File: config.mk
export PLATFORM = sky130hd
export DESIGN_NAME = branch_predictor_flat
export DESIGN_NICKNAME = d
export VERILOG_FILES = /design/src/rtl/branch_predictor_if.sv /design/src/rtl/branch_predictor.sv /design/src/flat_wrapper.sv
export SDC_FILE = /design/constraint.sdc
export NUM_CORES = 1
export LEC_CHECK = 0
export CAP_MARGIN = 5
export CORE_MARGIN = 5
export CORE_UTILIZATION = 25
export DETAILED_ROUTE_END_ITERATION = 10
export PLACE_DENSITY_LB_ADDON = 0.12
export SLEW_MARGIN = 0
export SYNTH_ARGS = -nofsm -noshare
export SYNTH_HDL_FRONTEND = slang
export SYNTH_SLANG_ARGS = --single-unit
File: constraint.sdc
create_clock -name clk -period 3.6 [get_ports clk]
set_input_delay 0.36 -clock clk [delete_from_list [all_inputs] [get_ports clk]]
set_output_delay 0.36 -clock clk [all_outputs]
set_load 0.005 [all_outputs]
File: src/rtl/branch_predictor_if.sv
// rtl/branch_predictor_if.sv - fetch lookup, branch update and statistics signals of the branch predictor
interface branch_predictor_if #(
   parameter int CNT_BITS = 16
);
   logic                fetch_valid;
   logic [31:0]         fetch_pc;
   logic                pred_valid;
   logic                pred_taken;
   logic                upd_valid;
   logic [31:0]         upd_pc;
   logic                upd_taken;
   logic                upd_pred;
   logic                mispredict;
   logic [CNT_BITS-1:0] branch_count;
   logic [CNT_BITS-1:0] mispredict_count;

   modport master (
      output fetch_valid, fetch_pc, upd_valid, upd_pc, upd_taken, upd_pred,
      input  pred_valid, pred_taken, mispredict, branch_count, mispredict_count
   );

   modport slave (
      input  fetch_valid, fetch_pc, upd_valid, upd_pc, upd_taken, upd_pred,
      output pred_valid, pred_taken, mispredict, branch_count, mispredict_count
   );
endinterface

File: src/rtl/branch_predictor.sv
// rtl/branch_predictor.sv - 2-bit saturating counter predictor; define BRANCH_PREDICTOR_GSHARE_EN for gshare indexing
module branch_predictor #(
   parameter int INDEX_BITS = 4,
   parameter int CNT_BITS   = 16
) (
   input  logic               clk,
   input  logic               rst,
   branch_predictor_if.slave  bp
);
   localparam int         ENTRIES = 1 << INDEX_BITS;
   localparam logic [1:0] WEAK_NT = 2'b01;

   logic [1:0]            table_q [ENTRIES];
   logic [1:0]            table_d [ENTRIES];
   logic                  pred_valid_q, pred_valid_d;
   logic                  pred_taken_q, pred_taken_d;
   logic                  mispredict_q, mispredict_d;
   logic [CNT_BITS-1:0]   branch_count_q, branch_count_d;
   logic [CNT_BITS-1:0]   mispredict_count_q, mispredict_count_d;
   logic [INDEX_BITS-1:0] fetch_idx;
   logic [INDEX_BITS-1:0] upd_idx;
   logic                  upd_miss;

   // PC bits outside the index field never influence the table
   logic unused_pc_bits;
   assign unused_pc_bits = ^{bp.fetch_pc[31:INDEX_BITS+2], bp.fetch_pc[1:0],
                             bp.upd_pc[31:INDEX_BITS+2], bp.upd_pc[1:0]};

`ifdef BRANCH_PREDICTOR_GSHARE_EN
   logic [INDEX_BITS-1:0] ghr_q, ghr_d;

   // lookup and update both hash with the history as it stands this cycle
   assign fetch_idx = bp.fetch_pc[INDEX_BITS+1:2] ^ ghr_q;
   assign upd_idx   = bp.upd_pc[INDEX_BITS+1:2] ^ ghr_q;

   // resolved direction shifts into history only on a retired branch
   always_comb begin
      ghr_d = ghr_q;
      if (bp.upd_valid) begin
         ghr_d = {ghr_q[INDEX_BITS-2:0], bp.upd_taken};
      end
   end

   // history register
   always_ff @(posedge clk or posedge rst) begin
      if (rst) begin
         ghr_q <= '0;
      end else begin
         ghr_q <= ghr_d;
      end
   end
`else
   assign fetch_idx = bp.fetch_pc[INDEX_BITS+1:2];
   assign upd_idx   = bp.upd_pc[INDEX_BITS+1:2];
`endif

   assign upd_miss = bp.upd_valid && (bp.upd_taken != bp.upd_pred);

   // lookup reads the pre-update table; update steps the counter and statistics
   always_comb begin
      pred_valid_d       = bp.fetch_valid;
      pred_taken_d       = pred_taken_q;
      mispredict_d       = upd_miss;
      branch_count_d     = branch_count_q;
      mispredict_count_d = mispredict_count_q;
      table_d            = table_q;
      if (bp.fetch_valid) begin
         pred_taken_d = table_q[fetch_idx][1];
      end
      if (bp.upd_valid) begin
         if (branch_count_q != '1) begin
            branch_count_d = branch_count_q + CNT_BITS'(1);
         end
         if (upd_miss && (mispredict_count_q != '1)) begin
            mispredict_count_d = mispredict_count_q + CNT_BITS'(1);
         end
         if (bp.upd_taken) begin
            if (table_q[upd_idx] != 2'b11) begin
               table_d[upd_idx] = table_q[upd_idx] + 2'd1;
            end
         end else begin
            if (table_q[upd_idx] != 2'b00) begin
               table_d[upd_idx] = table_q[upd_idx] - 2'd1;
            end
         end
      end
   end

   // pattern table, registered outputs and statistics
   always_ff @(posedge clk or posedge rst) begin
      if (rst) begin
         for (int i = 0; i < ENTRIES; i++) begin
            table_q[i] <= WEAK_NT;
         end
         pred_valid_q       <= 1'b0;
         pred_taken_q       <= 1'b0;
         mispredict_q       <= 1'b0;
         branch_count_q     <= '0;
         mispredict_count_q <= '0;
      end else begin
         table_q            <= table_d;
         pred_valid_q       <= pred_valid_d;
         pred_taken_q       <= pred_taken_d;
         mispredict_q       <= mispredict_d;
         branch_count_q     <= branch_count_d;
         mispredict_count_q <= mispredict_count_d;
      end
   end

   assign bp.pred_valid       = pred_valid_q;
   assign bp.pred_taken       = pred_taken_q;
   assign bp.mispredict       = mispredict_q;
   assign bp.branch_count     = branch_count_q;
   assign bp.mispredict_count = mispredict_count_q;
endmodule

File: src/flat_wrapper.sv
// flat-port wrapper written by rule: the top's interface ports become plain ports
module branch_predictor_flat 
#(
   parameter int INDEX_BITS = 4,
   parameter int CNT_BITS   = 16
)
  (clk, rst, bp_fetch_valid, bp_fetch_pc, bp_upd_valid, bp_upd_pc, bp_upd_taken, bp_upd_pred, bp_pred_valid, bp_pred_taken, bp_mispredict, bp_branch_count, bp_mispredict_count);
  branch_predictor_if #(.CNT_BITS(CNT_BITS)) bp_i ();
  input  logic clk;
  input  logic rst;
  input wire logic [$bits(bp_i.fetch_valid)-1:0] bp_fetch_valid;
  input wire logic [$bits(bp_i.fetch_pc)-1:0] bp_fetch_pc;
  input wire logic [$bits(bp_i.upd_valid)-1:0] bp_upd_valid;
  input wire logic [$bits(bp_i.upd_pc)-1:0] bp_upd_pc;
  input wire logic [$bits(bp_i.upd_taken)-1:0] bp_upd_taken;
  input wire logic [$bits(bp_i.upd_pred)-1:0] bp_upd_pred;
  output wire logic [$bits(bp_i.pred_valid)-1:0] bp_pred_valid;
  output wire logic [$bits(bp_i.pred_taken)-1:0] bp_pred_taken;
  output wire logic [$bits(bp_i.mispredict)-1:0] bp_mispredict;
  output wire logic [$bits(bp_i.branch_count)-1:0] bp_branch_count;
  output wire logic [$bits(bp_i.mispredict_count)-1:0] bp_mispredict_count;
  assign bp_i.fetch_valid = bp_fetch_valid;
  assign bp_i.fetch_pc = bp_fetch_pc;
  assign bp_i.upd_valid = bp_upd_valid;
  assign bp_i.upd_pc = bp_upd_pc;
  assign bp_i.upd_taken = bp_upd_taken;
  assign bp_i.upd_pred = bp_upd_pred;
  assign bp_pred_valid = bp_i.pred_valid;
  assign bp_pred_taken = bp_i.pred_taken;
  assign bp_mispredict = bp_i.mispredict;
  assign bp_branch_count = bp_i.branch_count;
  assign bp_mispredict_count = bp_i.mispredict_count;
  branch_predictor #(.INDEX_BITS(INDEX_BITS), .CNT_BITS(CNT_BITS)) u_core (.clk(clk), .rst(rst), .bp(bp_i));
endmodule
**Yosys cells after proc, flatten, opt, wreduce, memory -nomap -nowiden**

Cells that the tools add are included.

- Register bits: 67
- Input port bits: 70
- Output and inout bits: 35
- Word-level logic and storage cells: 56

- $add $sub $neg: 4
- Order comparisons: 3
- Equality and inequality tests: 5
- Muxes and demuxes: 13
- Bitwise gates (word level): 2
- Reductions and logical operators: 8

Operators with widths:

| kind | number |
|---|---|
| 2-to-1 mux 32 bit | 3 |
| bitwise mux 32 bit | 2 |
| adder 16 x 1 -> 16 bit, second input constant | 2 |
| inequality test 16 bit, second input constant | 2 |
| binary-select mux 2 bit (select 4 bit) | 2 |
| greater-or-equal comparator 5 bit, second input constant | 2 |
| 2-to-1 mux 2 bit | 5 |
| NOT 4 -> 5 bit | 2 |
| demux 2 bit (select 4 bit) | 1 |
| less-than comparator 5 x 1 -> 1 bit, second input constant | 1 |
| AND reduction 2 bit | 2 |
| nonzero test 2 bit | 2 |
| logical AND 1 bit | 3 |
| AND reduction 3 bit | 1 |
| adder 2 x 1 -> 2 bit, second input constant | 1 |
| inequality test 2 x 1 -> 1 bit, second input constant | 1 |
| inequality test 2 bit, second input constant | 1 |
| subtractor 2 x 1 -> 2 bit, second input constant | 1 |
| inequality test 1 bit | 1 |

**Depth between registers and ports, before layout**

- Depth in word-level cells: 8
- Mapped depth: 10
- Gate-level depth less buffers: 8

**Worst setup path before layout**

No wires, ideal clock.

- Path type: in2reg
- From: in bp_upd_pc[2]
- To: reg u_core.table_q[25] (netlist bit)
- Setup time: 0.125 ns
- Arrival: 2.783 ns
- Data required time: 3.475 ns
- Path slack: 0.692 ns
- Cell stages on the path: 9
- Cells stage by stage: buf_6 > buf_8 > mux4_2 > mux4_2 > ha_1 > mux2i_1 > and4bb_2 > nor2b_1 > mux2_2

- Longest elaborated chain between the ends: 8
- Elaborated cells between the ends (all ways): 21

RTL lines:

| element | line | source |
|---|---|---|
| from (decl) | flat_wrapper.sv:14 | `input wire logic [$bits(bp_i.upd_pc)-1:0] bp_upd_pc;` |
| NOT 4 -> 5 bit (implied by the code) (*) | -- |  |
| binary-select mux 2 bit (select 4 bit) (tied with other cells) | -- |  |
| 2-to-1 mux 2 bit (implied by the code) or logical AND 1 bit (tied branches) | -- |  |
| 2-to-1 mux 2 bit, on equally long branches | -- |  |
| subtractor 2 x 1 -> 2 bit (tied with other cells) | branch_predictor.sv:83 | `table_d[upd_idx] = table_q[upd_idx] - 2'd1;` |
| bitwise mux 32 bit, on equally long branches | branch_predictor.sv:83, branch_predictor.sv:79 |  |
| 2-to-1 mux 32 bit, on equally long branches | branch_predictor.sv:82, branch_predictor.sv:78 |  |
| 2-to-1 mux 32 bit | branch_predictor.sv:77 | `if (bp.upd_taken) begin` |
| to (signal assigned) | branch_predictor.sv:101 | `table_q <= table_d;` |
| to (decl) | branch_predictor.sv:13 | `logic [1:0] table_q [ENTRIES];` |

Every way passes the cells marked *; elsewhere a longest branch is shown, timed or not. The select of a mux whose other input is x is not followed.
A chain may end at the register's enable or synchronous reset.

**Final worst setup path**

- From: in bp_upd_pc[2]
- To: reg u_core.table_q[15] (netlist bit)

Same word-level chain as after synthesis.

==> impl_metrics.json <==
{
  "vias": 2419,
  "path_max_fanout": 15,
  "yosys_most_used_dff": "dfrtp_1",
  "final_max_slew_viol_count": 0,
  "crit_type": "in2reg",
  "synth_area_um2": 3435,
  "hold_path_depth": 1,
  "setup_slack_ns": 0.3466,
  "n_antenna_cell": 0,
  "timing.rr.end": "u_core.table_q[15]",
  "fin_worst_skew_ns": 0.009051,
  "min_period_over_period_pct": 90.37,
  "synthArstFlopShare_pct": 100.0,
  "synth.area.top_cells": "dfrtp_1 37%, dfstp_2 12%, xor2_1 8.4%",
  "antenna_left": 0,
  "preCtsSetupSlack_ns": -0.03396,
  "placed_area_um2": 4252,
  "ios": 105,
  "dp_hpwl_um": 5751,
  "clk_path_buf_depth": 2,
  "clock-root-buffer": "clkbuf_16",
  "antenna_found_initial": 0,
  "globalplace.congestion": 0.7211,
  "routed_wl_um": 8087,
  "cts.htree.levels": 3,
  "yosysWarnings": 0,
  "synth.most_common_cell": "dfrtp_1",
  "die_h_um": 127.2,
  "arrival_ns": 3.47,
  "synth_nets": 348,
  "period_needed_ns": 3.253,
  "routed_via_density": 4.599,
  "maxClockFrequency_mhz": 307.4,
  "grt_pass1_wl_um": 13590,
  "design.core.area_um2": 13350,
  "cts_tree": "done",
  "peakVddDrop_v": 0.0003548,
  "synth_largest_area_cell": "dfrtp_1",
  "grt_pass1_vias": 2586,
  "drt-pass1-iter-count": 4,
  "ys_seq_area_share_pct": 49.40,
  "hold_violations": 0,
  "fin_area_um2": 4576,
  "clock_sinks": 67,
  "cts_hold_buf": 0,
  "start_util_pct": 25.73,
  "path_cells": "clkdlybuf4s50_1 > buf_12 > mux4_1 > mux4_2 > ha_1 > mux2i_1 > buf_4 > nand4b_1 > nor3_1 > mux2_2",
  "status": "complete, no violations",
  "cts.clk_slew.worst_paths_ns": 0.06,
  "synth.top_cell.area_share_pct": 37.16,
  "ys_ff_latch": 67,
  "rows": 42,
  "cts_setup_buffers": 0,
  "synth_common_cells": "51 x dfrtp_1, 33 x xor2_1, 19 x mux2_2, 16 x dfstp_2, 15 x nand2_1",
  "wire_per_inst_um": 15.37,
  "synthDistinctLibCells": 40,
  "setup_viol": 0,
  "drive_above_1_share_pct": 24.00,
  "die_w_um": 127.2,
  "rsz0062_at_grt": "no",
  "grt_remaining_overflow": 0,
  "cts_buffers": 9,
  "r2r-start": "u_core.table_q[21]",
  "clk_latency_ns": 0.34,
  "tightest_slew_ns": 1.008,
  "synth-edff-count": 0,
  "r2r_setup_slack_ns": 0.72,
  "slowest_stage": "mux4_1",
  "r2r_cells": 8,
  "p_leak_nw": 1.983,
  "cp.required_ns": 3.82,
  "grtUsageTotal_pct": 10.71,
  "timing.hold.worst.class": "reg2reg",
  "fin_setup_tns_ns": 0,
  "drtIter0Drc": 124,
  "dieArea_um2": 16180,
  "final_nets": 419,
  "cpPeakStageDelay_ns": 0.60,
  "p_per_area_nw_per_um2": 679.7,
  "avgSynthCellArea_um2": 12.53,
  "syn_inst": 274,
  "area_delta_synth_final_pct": 33.22,
  "grt_max_degree": 47,
  "crit_family": "multiplexers",
  "max-slew-margin-rel_pct": 32.72,
  "cp-end-kind": "register",
  "start_kind": "input pin",
  "drc": 0,
  "cts_resized": 0,
  "path_buf_inv": 3,
  "cap_viol_max_count": 0,
  "portBuffers": 48
}
==> worst max path at each step <==
stage	start	end	cells past startpoint
floorplan	bp_upd_pc[2]	u_core.table_q[25]	9
global placement	bp_upd_pc[2]	u_core.table_q[15]	10
detailed placement	bp_upd_pc[2]	u_core.table_q[15]	10
CTS	bp_upd_pc[2]	u_core.table_q[15]	10
global route	bp_upd_pc[2]	u_core.table_q[23]	10
finish	bp_upd_pc[2]	u_core.table_q[15]	10
==> report_power, final <==
| group | internal (mW) | switching, mW |
|---|---|---|
| Clock | 0.645 | 0.321 |
| Combinational | 0.508 | 0.332 |
| Sequential | 1.07 | 0.233 |
==> kinds of logic after synthesis <==
kind of cell | share of synthesized area [%]
AND/OR/NAND/NOR | 13.44
AO/OA/AOI/OAI | 4.408
XOR/XNOR | 11.22
adder cells (fa/ha/maj) | 1.457
buffers and inverters | 2.331
flip-flops | 49.40
multiplexers | 17.74
==> metal layers <==
metal	share of wire (%)	track usage, %
met3	5.9	4.382
met5	0	0
met4	1.8	3.659
met1	47	13.89
met2	45	16.22
==> final cells by class <==
cell class | instances | area (um2)
fill | 1365 | 8772
sequential | 67 | 1697
multi-input combinational | 191 | 1658
timing repair buffer | 69 | 650.6
clock buffer | 14 | 264.0
tap | 176 | 220.2
clock inverter | 2 | 60.06
inverter | 7 | 26.28
==> stage by stage <==
step	power [mW]	hold WS, ns	instances	utilization (%)
global route	3.307	0.5030	526	34.28
detailed placement	2.170	0.4827	510	31.85
floorplan	1.760	0.3914	274	-
CTS	3.166	0.4899	526	34.28
global placement	2.158	0.4772	510	31.85
finish	3.110	0.4887	526	34.28
==> placed cells by master, fill, tap and decap left out, types with 3 or more instances in the layout <==
cell             netlist  routed
dfrtp_1               51      51
xnor2_1               11      11
buf_4                  0      20
clkbuf_1               6       3
nand2_1               15      15
nand4_1               10      10
nand2b_1               3       3
mux4_2                 9       9
nor4_1                 4       4
and4_1                 3       3
nand3_1                9       9
a211oi_1               6       6
dfstp_2               16      16
mux4_1                 5       5
clkbuf_16              0       9
xor2_1                33      33
a21oi_1                9       9
mux2_2                19      19
nor2_1                13      13
ha_1                   4       4
nor3_1                 6       6
and2_1                 4       4
a311oi_1               3       3
and3_1                 7       7
inv_1                  6       5
clkdlybuf4s50_1        0      48
mux2i_1                5       5
(Power assumes the default switching activity.)
